===== src/rtl/frame_sync_pkg.sv =====
// rtl/frame_sync_pkg.sv - shared state type, default parameters and helpers for the frame sync controller
package frame_sync_pkg;

    typedef enum logic [1:0] {
        HUNT   = 2'd0,
        VERIFY = 2'd1,
        LOCKED = 2'd2
    } fs_state_e;

    localparam int                     DEF_PAT_W     = 4;
    localparam logic [DEF_PAT_W-1:0]   DEF_SYNC_PAT  = 4'b0110;
    localparam int                     DEF_FRAME_LEN = 16;
    localparam int                     DEF_LOCK_CNT  = 2;
    localparam int                     DEF_MISS_CNT  = 3;

    localparam int IDX_W  = 8;
    localparam int STAT_W = 16;

    // Saturating increment for the statistics counters.
    function automatic logic [STAT_W-1:0] sat_inc(input logic [STAT_W-1:0] v);
        return (v == '1) ? v : v + 1'b1;
    endfunction

endpackage


===== src/rtl/frame_sync_matcher.sv =====
// rtl/frame_sync_matcher.sv - sliding sync-word matcher with fill guard
module sync_matcher
    import frame_sync_pkg::*;
#(
    parameter int               PAT_W    = DEF_PAT_W,
    parameter logic [PAT_W-1:0] SYNC_PAT = DEF_SYNC_PAT
) (
    input  logic clk,
    input  logic rst,
    input  logic bit_en,
    input  logic x,
    output logic match
);

    localparam int               FILL_W   = $clog2(PAT_W);
    localparam logic [FILL_W-1:0] FILL_MAX = FILL_W'(PAT_W - 1);

    logic [PAT_W-2:0]  sh_q, sh_d;
    logic [FILL_W-1:0] fill_q, fill_d;
    logic [PAT_W-1:0]  window;

    // Window is the stored history plus the live bit; fill must cover the history before a match counts.
    always_comb begin
        window = {sh_q, x};
        sh_d   = sh_q;
        fill_d = fill_q;
        if (bit_en) begin
            sh_d = window[PAT_W-2:0];
            if (fill_q != FILL_MAX) begin
                fill_d = fill_q + 1'b1;
            end
        end
        match = (window == SYNC_PAT) && (fill_q == FILL_MAX);
    end

    // History and fill registers.
    always_ff @(posedge clk or posedge rst) begin
        if (rst) begin
            sh_q   <= '0;
            fill_q <= '0;
        end else begin
            sh_q   <= sh_d;
            fill_q <= fill_d;
        end
    end

endmodule


===== src/rtl/frame_sync_controller.sv =====
// rtl/frame_sync_controller.sv - frame alignment FSM (hunt/verify/lock); FRAME_SYNC_STATS_EN adds lock_loss_cnt/frame_cnt
module frame_sync_controller
    import frame_sync_pkg::*;
#(
    parameter int               PAT_W     = DEF_PAT_W,
    parameter logic [PAT_W-1:0] SYNC_PAT  = DEF_SYNC_PAT,
    parameter int               FRAME_LEN = DEF_FRAME_LEN,
    parameter int               LOCK_CNT  = DEF_LOCK_CNT,
    parameter int               MISS_CNT  = DEF_MISS_CNT
) (
    input  logic             clk,
    input  logic             rst,
    input  logic             bit_en,
    input  logic             x,
    output logic             locked,
    output logic             sof,
    output logic             sync_err,
    output logic             pay_valid,
    output logic             pay_bit,
    output logic [IDX_W-1:0] pay_idx
`ifdef FRAME_SYNC_STATS_EN
    ,
    output logic [STAT_W-1:0] lock_loss_cnt,
    output logic [STAT_W-1:0] frame_cnt
`endif
);

    localparam logic [7:0] CHECK_POS = 8'(FRAME_LEN - 1);
    localparam logic [7:0] PAY_END   = 8'(FRAME_LEN - PAT_W);
    localparam logic [7:0] LOCK_N    = 8'(LOCK_CNT);
    localparam logic [7:0] MISS_N    = 8'(MISS_CNT);

    fs_state_e        state_q, state_d;
    logic [7:0]       pos_q, pos_d;
    logic [7:0]       good_q, good_d;
    logic [7:0]       miss_q, miss_d;
    logic             sof_q, sof_d;
    logic             sync_err_q, sync_err_d;
    logic             pay_valid_q, pay_valid_d;
    logic             pay_bit_q, pay_bit_d;
    logic [IDX_W-1:0] pay_idx_q, pay_idx_d;
    logic             match;
    logic             at_check;

    sync_matcher #(
        .PAT_W    (PAT_W),
        .SYNC_PAT (SYNC_PAT)
    ) u_matcher (
        .clk    (clk),
        .rst    (rst),
        .bit_en (bit_en),
        .x      (x),
        .match  (match)
    );

    // Next state, frame position/counters and the registered output values for this bit.
    always_comb begin
        state_d     = state_q;
        pos_d       = pos_q;
        good_d      = good_q;
        miss_d      = miss_q;
        sof_d       = 1'b0;
        sync_err_d  = 1'b0;
        pay_valid_d = 1'b0;
        pay_bit_d   = 1'b0;
        pay_idx_d   = '0;
        at_check    = (pos_q == CHECK_POS);
        if (bit_en) begin
            if (state_q != HUNT) begin
                pos_d = at_check ? 8'd0 : pos_q + 8'd1;
            end
            case (state_q)
                HUNT: begin
                    if (match) begin
                        pos_d  = 8'd0;
                        good_d = 8'd1;
                        if (LOCK_CNT == 1) begin
                            state_d = LOCKED;
                            sof_d   = 1'b1;
                            miss_d  = 8'd0;
                        end else begin
                            state_d = VERIFY;
                        end
                    end
                end
                VERIFY: begin
                    if (at_check) begin
                        if (match) begin
                            good_d = good_q + 8'd1;
                            if ((good_q + 8'd1) >= LOCK_N) begin
                                state_d = LOCKED;
                                sof_d   = 1'b1;
                                miss_d  = 8'd0;
                            end
                        end else begin
                            state_d = HUNT;
                            good_d  = 8'd0;
                        end
                    end
                end
                LOCKED: begin
                    if (pos_q < PAY_END) begin
                        pay_valid_d = 1'b1;
                        pay_bit_d   = x;
                        pay_idx_d   = pos_q;
                    end
                    if (at_check) begin
                        if (match) begin
                            sof_d  = 1'b1;
                            miss_d = 8'd0;
                        end else begin
                            sync_err_d = 1'b1;
                            miss_d     = miss_q + 8'd1;
                            if ((miss_q + 8'd1) >= MISS_N) begin
                                state_d = HUNT;
                                good_d  = 8'd0;
                                miss_d  = 8'd0;
                            end
                        end
                    end
                end
                default: state_d = HUNT;
            endcase
        end
    end

    // State, counters and output registers.
    always_ff @(posedge clk or posedge rst) begin
        if (rst) begin
            state_q     <= HUNT;
            pos_q       <= '0;
            good_q      <= '0;
            miss_q      <= '0;
            sof_q       <= 1'b0;
            sync_err_q  <= 1'b0;
            pay_valid_q <= 1'b0;
            pay_bit_q   <= 1'b0;
            pay_idx_q   <= '0;
        end else begin
            state_q     <= state_d;
            pos_q       <= pos_d;
            good_q      <= good_d;
            miss_q      <= miss_d;
            sof_q       <= sof_d;
            sync_err_q  <= sync_err_d;
            pay_valid_q <= pay_valid_d;
            pay_bit_q   <= pay_bit_d;
            pay_idx_q   <= pay_idx_d;
        end
    end

    assign locked    = (state_q == LOCKED);
    assign sof       = sof_q;
    assign sync_err  = sync_err_q;
    assign pay_valid = pay_valid_q;
    assign pay_bit   = pay_bit_q;
    assign pay_idx   = pay_idx_q;

`ifdef FRAME_SYNC_STATS_EN
    logic [STAT_W-1:0] lock_loss_cnt_q, lock_loss_cnt_d;
    logic [STAT_W-1:0] frame_cnt_q, frame_cnt_d;

    // Count lock losses and accepted frames, both saturating.
    always_comb begin
        lock_loss_cnt_d = lock_loss_cnt_q;
        frame_cnt_d     = frame_cnt_q;
        if ((state_q == LOCKED) && (state_d == HUNT)) begin
            lock_loss_cnt_d = sat_inc(lock_loss_cnt_q);
        end
        if (sof_d) begin
            frame_cnt_d = sat_inc(frame_cnt_q);
        end
    end

    // Statistics registers.
    always_ff @(posedge clk or posedge rst) begin
        if (rst) begin
            lock_loss_cnt_q <= '0;
            frame_cnt_q     <= '0;
        end else begin
            lock_loss_cnt_q <= lock_loss_cnt_d;
            frame_cnt_q     <= frame_cnt_d;
        end
    end

    assign lock_loss_cnt = lock_loss_cnt_q;
    assign frame_cnt     = frame_cnt_q;
`endif

endmodule

===== config.mk =====
export PLATFORM = sky130hd
export DESIGN_NAME = frame_sync_controller
export DESIGN_NICKNAME = d
export VERILOG_FILES = /design/src/rtl/frame_sync_pkg.sv /design/src/rtl/frame_sync_matcher.sv /design/src/rtl/frame_sync_controller.sv
export SDC_FILE = /design/constraint.sdc
export NUM_CORES = 1
export LEC_CHECK = 0
export ABC_CLOCK_PERIOD_IN_PS = 4400
export BUFFER_PORTS_ARGS = -buffer_cell sky130_fd_sc_hd__buf_2
export CORE_AREA = 4 4 72 74
export CTS_CLUSTER_SIZE = 20
export DETAILED_ROUTE_END_ITERATION = 10
export DIE_AREA = 0 0 76 78
export GPL_TIMING_DRIVEN = 1
export PLACE_DENSITY = 0.72
export SLEW_MARGIN = 20
export SYNTH_ARGS = -nofsm -noshare
export SYNTH_HDL_FRONTEND = slang
export SYNTH_HIERARCHICAL = 1
export SYNTH_SLANG_ARGS = --single-unit

===== constraint.sdc =====
create_clock -name clk -period 4.4 [get_ports clk]
set_input_delay 0.22 -clock clk [delete_from_list [all_inputs] [get_ports clk]]
set_output_delay 0.22 -clock clk [all_outputs]
set_load 0.1 [all_outputs]

# After elaboration in Yosys (flattened, before gate mapping)
# Cells that the tools add are included.
# W data, S select, Z words.
# totals
ff_bits	43
latch_bits	0
mem_bits_rw	0
rom_bits	0
output_inout_bits	13
elab_cells	87
mem_count	0
# classes
addsub	4
multipliers	0
n_div	0
magnitude_cmp	3
eq_ne	14
n_shift	0
n_mux	46
bitwise_logic	0
n_reduce_logical	9
# ops
op	n
$mux W8	19
$add A8 B1 Y8 const B	3
$pmux W8 S3	1
$ge A8 B2 Y1 const B	2
$mux W1	16
$pmux W8 S2	1
$mux W2	7
$reduce_and A7 Y1	2
$ne A2 B2 Y1 const B	6
$eq A8 B4 Y1 const B	1
$lt A8 B4 Y1 const B	1
$pmux W2 S3	1
$reduce_and A6 Y1	1
$eq A2 B2 Y1 const B	2
$eq A4 B3 Y1 const B	1
$ne A2 B1 Y1 const B	2
$reduce_bool A2 Y1	2
$ne A3 B3 Y1 const B	1
$reduce_bool A3 Y1	1
$add A2 B1 Y2 const B	1
$eq A2 B1 Y1 const B	1
$logic_not A2 Y1	1
$pmux W1 S2	1
$reduce_and A2 Y1	1
$logic_and A1 B1 Y1	1

# Logic depth before layout (Yosys ltp)
# Gate-level depths: netlist (run 1).
# logic_depth
depth_word	7
ltp_mapped	10
mapped_depth_nobuf	7

# By module
# The synthesis (run 1) kept the hierarchy.
# by_module_without_submodules
module	instances	cells_per_inst	area_per_inst_um2	seq_area_each_um2
frame_sync_controller	1	203	2006.9	950.9
sync_matcher	1	15	220.2	125.1

# Worst setup path before layout (run 1)
# Ideal clock, no wire load.
# synth_path
path_type	reg2reg
startpoint	register state_q[0]
endpoint	register good_q[0]
setup_ns	0.125
t_arrival_ns	3.260
required_time_ns	4.275
path_slack_ns	1.015
path_stages_with_launch	11
n_path_buf	3
cell_sequence	dfrtp_1 inv_1 ha_1 clkbuf_1 or4b_2 o22ai_1 o311a_1 clkbuf_1 or3_1 buf_6 mux2_2
# synth_via
elab_chain_cells	3
# synth_lines
item	line_no	source
from (decl)	frame_sync_controller.sv:33	fs_state_e state_q, state_d;
from (signal assigned)	frame_sync_controller.sv:140	state_q <= state_d;
$eq A2 B2 Y1 *	--	
named net locked	frame_sync_controller.sv:15	output logic locked,
$ne A2 B1 Y1 (no line), or another cell as far along	--	
$reduce_and A7 Y1 (no line)	--	
to (signal assigned)	frame_sync_controller.sv:142	good_q <= good_d;
to (decl)	frame_sync_controller.sv:35	logic [7:0] good_q, good_d;
# Mark *: on every way through the listed nets, which the timed path passes. The rest lies on a longest branch.
# A chain may end at the register's enable or synchronous reset.

# Final worst setup path (run 1)
# layout_path
startpoint	register state_q[0]
endpoint	register good_q[0]
# layout_via
elab_chain_cells	3
# layout_lines
item	line_no	source
$eq A2 B1 Y1, or another cell as far along	frame_sync_controller.sv:72	case (state_q)
$ne A2 B2 Y1 (no line), or another cell as far along	--	
$reduce_and A7 Y1 (no line)	--	
# Several ways; a longest one is shown, not always the timed one.

==> reports/qor.yml, run 1 <==
outcome:
  status: "finished clean"
clocking:
  clockBufferDepth: 2
  cts.clk_slew.worst_paths_ps: 70
  h-tree-depth: 2
  cts_buffers: 5
  cts.sink_count: 43
  clk_latency_ps: 290
  root_buffer: "clkbuf_8"
  cts_tree: "built"
  post_cts_resized: 0
final_layout:
  final_common_cell: "dfrtp_1"
  fin_nets: 249
  layout-drive-gt1-share_pct: 13.56
  final_cell_count_no_fill: 290
  final_cell_mix: "dfrtp_1, buf_2, inv_1, nand2_1, nor2_1"
  diodes: 0
  fin_area_sq_um: 2460
  area_growth_pct: 10.45
routing:
  wl_mm: 4.019
  routedWlPerCell_um: 13.86
  via_per_inst: 5.759
  drc: 0
  drt_iter0_drc: 54
  dr.pass1.iters: 4
  vias: 1670
  drtAntennaViolNets: 0
timing:
  setup-tns-final_ps: 0
  fin_ws_ps: 1594
  fmax_ghz: 0.3563
  clock_skew_ps: 3.809
  slew_headroom_pct: 33.27
  finalHoldViolations: 0
  period_share_pct: 63.78
  min_period_ps: 2806
  worst_pin_slew_ps: 994.9
  rsz0062_at_grt: "no"
  finalSetupViolations: 0
  maxSlewViolCount: 0
power_and_ir_drop:
  p_total_w: 0.001337
  powerDensity_nw_per_um2: 543.7
  cellLeakagePower_nw: 1.113
  vdd_drop_max_mv: 0.2451
grt:
  first_global_vias: 1587
  grt_max_degree: 21
  grt_pass1_wl_mm: 7.176
  antenna_found_initial: 0
  grt_use_total_pct: 14.95
  grt_overflow: 0
yosys:
  synth-main-ff-cell: "dfrtp_1"
  netlist_area_sq_um: 2227
  synth_edf_count: 0
  syn_inst: 218
  ys_warn_count: 6
  synth_top_area_share_pct: 48.31
  synth.avg_cell_area_sq_um: 10.22
  synth_largest_area_cell: "dfrtp_1"
  synth.area.top_cells: "dfrtp_1, ha_1, inv_1"
  yosysSeqAreaShare_pct: 48.31
  synth.distinct_cells: 53
  ys_ff_latch: 43
  ys_async_sr_fraction_pct: 100.0
placed_design:
  post-place-cells: 282
  place_area_sq_um: 2347
  gp_congestion: 0.8562
  post-place-ws_ps: 1630
  portBuffers: 16
  place.detailed.hpwl_mm: 2.976
die:
  fp-row-count: 25
  die_w_um: 76
  die_area_sq_um: 5928
  ios: 17
  die_y_um: 78
  initial_utilization_pct: 48.44
  core-area_sq_um: 4598
worst_setup_path:
  arrival_ps: 2990
  required_ps: 4580
  path_class: "flop to flop"
  slowest_delay_ps: 620
  worst-path-buf-inv: 1
  crit_family: "simple AND/OR/NAND/NOR gates"
  start_kind: "flop"
  cp_slowest_cell: "or4b_2"
  end_kind: "flop"
  crit_chain: "inv_1 > ha_1 > or4b_2 > o22ai_1 > o311a_1 > or3_1 > mux2_2"
  cp_max_fo: 10
run:
  drv_cap: 0
hold_path:
  hold_path.class: "primary input to flop"
[cells by family after synthesis]
group / Yosys count / share of synthesized area, %
and+or+nand+nor: 79 / 19.89
AOI/OAI and AO/OA: 45 / 14.72
DFF: 43 / 48.31
buffers and inverters: 25 / 4.606
adders and majority gates: 9 / 5.056
xor gates and xnor gates: 8 / 3.146
muxes: 8 / 4.101
other: 1 / 0.1684
[timing repair]
item / 4_1_cts / 5_1_grt
setup buffers: 0 / 0
endpoints found under the hold margin: 5 / 0
hold buffers: 1 / 0
[where the power goes]
part           switching, W  total, W  internal (W)
logic              0.000344  0.000518      0.000173
clock network      0.000123  0.000289      0.000166
registers         0.0000687  0.000530      0.000461
total              0.000536   0.00134      0.000801
[worst paths after layout]
path / slack (ps) / endpoint / start / cells past startpoint
max: 1590 / good_q[0]$_DFFE_PP0P_ / state_q[0]$_DFFE_PP0P_ / 7
min: 160 / pay_bit$_DFF_PP0_ / x / 2
max reg2reg: 1590 / good_q[0]$_DFFE_PP0P_ / state_q[0]$_DFFE_PP0P_ / 7
min reg2reg: 490 / u_matcher/fill_q[0]$_DFFE_PP0P_ / u_matcher/fill_q[0]$_DFFE_PP0P_ / 1
max in group asynchronous: 3110 / good_q[6]$_DFFE_PP0P_ / rst / 4
min in group asynchronous: 380 / u_matcher/fill_q[1]$_DFFE_PP0P_ / rst / 3
[through the flow]
step | hold WS [ps] | utilization, %
floorplan | -1.479 | -
global placement | 145.9 | 51.05
detailed placement | 153.9 | 51.05
CTS | 153.5 | 53.50
global route | 163.6 | 53.50
finish | 164.2 | 53.50
[synth_stat cells (3+ instances only)]
library cell / number
and3_1: 3
dfrtp_1: 43
clkbuf_1: 8
o31ai_1: 3
xnor2_1: 5
nor2_1: 13
nor4_1: 4
nor3_1: 4
xor2_1: 3
nand4b_1: 3
and2_1: 5
o21ai_0: 7
nor3b_1: 6
a31oi_1: 3
inv_1: 15
a21oi_1: 5
nand4_1: 6
nand2_1: 14
a211oi_1: 3
o41ai_1: 5
mux2_2: 4
or3_1: 3
nand3_1: 9
ha_1: 9
[layer usage]
metal	GRT usage (%)	vias to the layer above	wire length, um
li1	-	831	-
met1	19.85	804	1877
met2	22.60	29	1896
met3	3.596	6	165
met4	7.651	0	79
met5	0	-	0
[cell type report]
class	instances	area (sq um)
flip-flops and latches	43	1076
repair buffers	18	97.59
clock inverters	1	30.03
clock buffers	6	72.57
inverters	15	56.30
multi-input cells	153	1060
well taps	54	67.56
fillers	426	2138
[registers in the layout, indices dropped and copies added (netlist names)]
register / count
u_matcher/fill_q: 2
miss_q: 8
pay_valid: 1
good_q: 8
pos_q: 8
pay_bit: 1
state_q: 2
sync_err: 1
sof: 1
pay_idx: 8
u_matcher/sh_q: 3
Power figures use the tool's default switching activity.
==> run 2, diff against run 1 <==
--- a/config.mk
+++ b/config.mk
@@ -5,7 +5,7 @@
 export SDC_FILE = /design/constraint.sdc
 export NUM_CORES = 1
 export LEC_CHECK = 0
-export ABC_CLOCK_PERIOD_IN_PS = 4400
+export ABC_CLOCK_PERIOD_IN_PS = 2600
 export BUFFER_PORTS_ARGS = -buffer_cell sky130_fd_sc_hd__buf_2
 export CORE_AREA = 4 4 72 74
 export CTS_CLUSTER_SIZE = 20
==> constraint.sdc (replaced) <==
create_clock -name clk -period 2.6 [get_ports clk]
set_input_delay 0.13 -clock clk [delete_from_list [all_inputs] [get_ports clk]]
set_output_delay 0.13 -clock clk [all_outputs]
set_load 0.1 [all_outputs]
==> run 2 against run 1 <==
Effect of this change:
- combinational power is 93% higher
- sequential power rose by 67%
- via count increased by 2.3%
- design area is 4.4% higher
- clock skew grew 1.7 ps
- wire length up 5.8%
- final cell count increased by 4.1%
- power is 80% higher
- hold slack worse by 75 ps
- count of clock-buffer cells in the layout is 1 lower
- critical path type unchanged
- critical endpoint is now good_q[4]$_DFFE_PP0P_
==> reports/qor.yml, run 2 (synthesized netlist as in run 1, its figures left out) <==
final_layout:
  area_growth_pct: 15.34
  final_cell_mix: "dfrtp_1, buf_2, inv_1, nand2_1, nor2_1"
  layout-drive-gt1-share_pct: 18.95
  fin_util_pct: 55.86
  final_common_cell: "dfrtp_1"
  fin_area_sq_um: 2569
  n_fill_cell: 408
  fin_nets: 260
  multiInputGateArea_sq_um: 1076
  diodes: 0
  regArea_sq_um: 1076
hold_path:
  hold_path.class: "primary input to flop"
  worstHoldStart: "x"
  holdPathEnd: "pay_bit$_DFF_PP0_"
  hold_depth: 2
power_and_ir_drop:
  p_total_w: 0.002408
  vdd_drop_max_mv: 0.5647
  cellLeakagePower_nw: 1.176
  powerDensity_nw_per_um2: 937.6
die:
  die_w_um: 76
  initial_utilization_pct: 48.44
  fp-row-count: 25
  die_y_um: 78
  ios: 17
  core-area_sq_um: 4598
  die_area_sq_um: 5928
timing:
  setup-tns-final_ps: 0
  fmax_ghz: 0.3971
  maxSlewViolCount: 0
  period_share_pct: 96.84
  slew_headroom_pct: 57.75
  finalHoldViolations: 0
  min_period_ps: 2518
  clock_skew_ps: 5.553
  rsz0062_at_grt: "no"
  worst_pin_slew_ps: 617.8
  finalSetupViolations: 0
worst_setup_path:
  r2r_start: "pos_q[6]$_DFFE_PP0P_"
  start_kind: "flop"
  arrival_ps: 2700
  path_class: "flop to flop"
  required_ps: 2790
  rr_endpoint: "good_q[4]$_DFFE_PP0P_"
  cp_max_fo: 8
  end_kind: "flop"
  rr_worst_depth: 5
  reg2reg_slack_ps: 80
clocking:
  clockBufferDepth: 2
  root_buffer: "clkbuf_8"
  cts.sink_count: 43
  cts.clk_slew.worst_paths_ps: 80
  clk_latency_ps: 300
  h-tree-depth: 2
  cts_tree: "built"
  cts_hold_buffers: 1
  postCtsSetupBuffers: 0
  post_cts_resized: 0
  cts_buffers: 5
routing:
  routedWlPerCell_um: 14.08
  vias: 1708
  via_per_inst: 5.656
  drc: 0
  wl_mm: 4.253
  dr.pass1.iters: 4
  drtAntennaViolNets: 0
  drt_iter0_drc: 94
grt:
  grt_pass1_wl_mm: 7.659
  grt_use_total_pct: 15.63
  grt_max_degree: 36
  grt_overflow: 0
  antenna_found_initial: 0
  first_global_vias: 1685
placed_design:
  place_area_sq_um: 2446
  portBuffers: 16
  place.detailed.hpwl_mm: 3.059
  gp_congestion: 0.7927
run:
  drv_cap: 0
outcome:
  status: "finished clean"
-- run 2: changes by cell type in the layout (fill, tap and decap cells not counted), sizes merged --
cell and delta:
buf +11, clkinv +2, clkbuf -1
-- run 2: power by group --
part,internal (W),switching [W]
logic,0.000370,0.000634
registers,0.000781,0.000105
clock network,0.000286,0.000232
-- run 2: how the worst max path moves through the flow --
stage                             to                   start  depth (start not counted)
2_1_floorplan  good_q[0]$_DFFE_PP0P_  state_q[0]$_DFFE_PP0P_                         10
3_3_place_gp   good_q[3]$_DFFE_PP0P_    pos_q[6]$_DFFE_PP0P_                          5
3_5_place_dp   good_q[2]$_DFFE_PP0P_    pos_q[6]$_DFFE_PP0P_                          5
4_1_cts        good_q[3]$_DFFE_PP0P_    pos_q[6]$_DFFE_PP0P_                          5
5_1_grt        good_q[3]$_DFFE_PP0P_    pos_q[6]$_DFFE_PP0P_                          5
6_report       good_q[4]$_DFFE_PP0P_    pos_q[6]$_DFFE_PP0P_                          5
-- run 2: cell type report --
cell class                 instances  area share (%)
inverter                          15           2.192
clock inverter                     3           1.705
clock buffer                       5           2.679
timing repair buffer              29           7.014
tap                               54           2.630
sequential                        43           41.89
multi-input combinational        153           41.89
-- run 2: per-stage QoR --
step	hold slack, ps	instances	worst slack [ps]
finish	88.96	302	82.04
global route	95.66	302	0.5467
CTS	78.26	302	62.64
detailed placement	18.52	293	62.84
global placement	18.01	293	105.3
floorplan	-91.48	221	75.56
-- run 2: worst max-delay path, cell delays in order, from the launching register on --
cell and delay (ps):
dfrtp_1 420, or4_1 560, or3_4 360, a21o_1 170
or3_1 500, a221o_1 390
-- run 2: layer usage --
metal	global-route usage, %	up-vias	routed length, um
li1	-	850	-
met1	21.16	814	2008
met2	24.57	36	1953
met3	3.132	8	200
met4	6.050	0	91
met5	0	-	0
==> run 3, diff against run 2 <==
--- a/config.mk
+++ b/config.mk
@@ -5,7 +5,7 @@
 export SDC_FILE = /design/constraint.sdc
 export NUM_CORES = 1
 export LEC_CHECK = 0
-export ABC_CLOCK_PERIOD_IN_PS = 2600
+export ABC_CLOCK_PERIOD_IN_PS = 3250
 export BUFFER_PORTS_ARGS = -buffer_cell sky130_fd_sc_hd__buf_2
 export CORE_AREA = 4 4 72 74
 export CTS_CLUSTER_SIZE = 20
==> constraint.sdc (replaced) <==
create_clock -name clk -period 3.25 [get_ports clk]
set_input_delay 0.1625 -clock clk [delete_from_list [all_inputs] [get_ports clk]]
set_output_delay 0.1625 -clock clk [all_outputs]
set_load 0.1 [all_outputs]
==> run 3 against run 2 <==
Effect of this change:
- design area shrank 3.5%
- count of clock-buffer cells in the layout grew 2
- critical path depth grew 2
- wire length shrank 3.1%
- fmax shrank 7.5%
- flip-flop and latch count is the same
==> reports/qor.yml, run 3 (synthesized netlist as in run 1, its figures left out) <==
outcome:
  status: "finished clean"
final_layout:
  fin_nets: 251
  fin_util_pct: 53.90
  diodes: 0
  final_common_cell: "dfrtp_1"
  layout-drive-gt1-share_pct: 15.48
  area_growth_pct: 11.29
  final_cell_mix: "dfrtp_1, buf_2, inv_1, nand2_1, nor2_1"
clocking:
  cts.clk_slew.worst_paths_ps: 80
  cts.sink_count: 43
  cts_buffers: 5
  h-tree-depth: 2
  clk_latency_ps: 300
  root_buffer: "clkbuf_8"
  clockBufferDepth: 2
  cts_tree: "built"
routing:
  via_per_inst: 5.836
  dr.pass1.iters: 4
  drtAntennaViolNets: 0
  drc: 0
  drt_iter0_drc: 73
  routedWlPerCell_um: 14.07
  vias: 1710
  wl_mm: 4.122
power_and_ir_drop:
  p_seq_share_pct: 39.3
  vdd_drop_max_mv: 0.2271
  p_total_w: 0.001828
  switching_power_w: 0.0007571
  internal_power_w: 0.001071
  p_sw_share_pct: 41.42
  share_comb_of_total_power_pct: 40.4
  cellLeakagePower_nw: 1.121
  powerDensity_nw_per_um2: 737.6
  p_clk_share_pct: 20.4
grt:
  grt_pass1_wl_mm: 6.982
  first_global_vias: 1546
  grt_use_total_pct: 14.25
  antenna_found_initial: 0
  grt_max_degree: 39
  grt_overflow: 0
worst_setup_path:
  end_kind: "flop"
  reg2reg_slack_ps: 530
  start_kind: "flop"
  path_class: "flop to flop"
  required_ps: 3430
  cp_max_fo: 10
  arrival_ps: 2910
timing:
  fin_ws_ps: 526.4
  setup-tns-final_ps: 0
  worst_pin_slew_ps: 652.7
  finalSetupViolations: 0
  maxSlewViolCount: 0
  finalHoldViolations: 0
  slew_headroom_pct: 56.19
  fmax_ghz: 0.3672
  worst_hold_slack_ps: 116.7
  min_period_ps: 2724
  rsz0062_at_grt: "no"
  clock_skew_ps: 6.934
  period_share_pct: 83.80
die:
  core-area_sq_um: 4598
  fp-row-count: 25
  initial_utilization_pct: 48.44
  ios: 17
  die_area_sq_um: 5928
  die_w_um: 76
  die_y_um: 78
placed_design:
  place.detailed.hpwl_mm: 2.884
  portBuffers: 16
  post-place-ws_ps: 545.1
  gp_congestion: 0.8138
run:
  drv_cap: 0
hold_path:
  hold_path.class: "primary input to flop"
-- run 3: layout make-up --
type | instances | area [sq um]
clock buffers | 7 | 96.34
clock inverters | 1 | 7.507
fillers | 413 | 2120
inverters | 15 | 56.30
multi-input cells | 153 | 1062
flip-flops and latches | 43 | 1076
well taps | 54 | 67.56
repair buffers | 20 | 112.6
-- run 3: worst paths after layout --
check                           depth (start not counted)                             from                               to
worst max-delay path                                    7           state_q[0]$_DFFE_PP0P_            good_q[0]$_DFFE_PP0P_
worst min-delay path                                    2                                x                pay_bit$_DFF_PP0_
worst max register to register                          7           state_q[0]$_DFFE_PP0P_            good_q[0]$_DFFE_PP0P_
worst min register to register                          1  u_matcher/fill_q[0]$_DFFE_PP0P_  u_matcher/fill_q[0]$_DFFE_PP0P_
max in group asynchronous                               4                              rst              pay_valid$_DFF_PP0_
min in group asynchronous                               3                              rst  u_matcher/fill_q[1]$_DFFE_PP0P_
-- run 3: metrics by stage --
step	instance area, sq um	cells
CTS	2479	293
global placement	2365	284
global route	2479	293
detailed placement	2365	284
floorplan	2241	221
finish	2479	293
-- run 3: timing repair --
| action | CTS | global route |
|---|---|---|
| gates resized for setup | 0 | 0 |
| hold buffers | 1 | 0 |
| hold endpoints to repair | 43 | 0 |
| buffers inserted | 0 | 0 |
-- run 3: power by group through the flow --
| stage | clock, W | combinational (W) | sequential (W) |
|---|---|---|---|
| 2_1_floorplan | 0 | 0.000512 | 0.000799 |
| 3_3_place_gp | 0 | 0.000719 | 0.000726 |
| 3_5_place_dp | 0 | 0.000729 | 0.000727 |
| 4_1_cts | 0.000385 | 0.000735 | 0.000717 |
| 5_1_grt | 0.000406 | 0.000811 | 0.000736 |
| 6_report | 0.000372 | 0.000738 | 0.000718 |
-- run 3: critical path: stages, from the launching register on --
cell     delay (ps)
dfrtp_1         390
inv_1           110
ha_2            290
or4b_2          600
o22ai_1         140
o311a_1         360
or3_1           350
mux2_2          370
-- run 3: layer usage --
metal	vias up	track usage [%]	wire, um
met5	-	0	0
met2	37	21.40	1883
met4	0	6.050	85
met1	834	19.87	1998
met3	7	3.016	154
li1	832	-	-
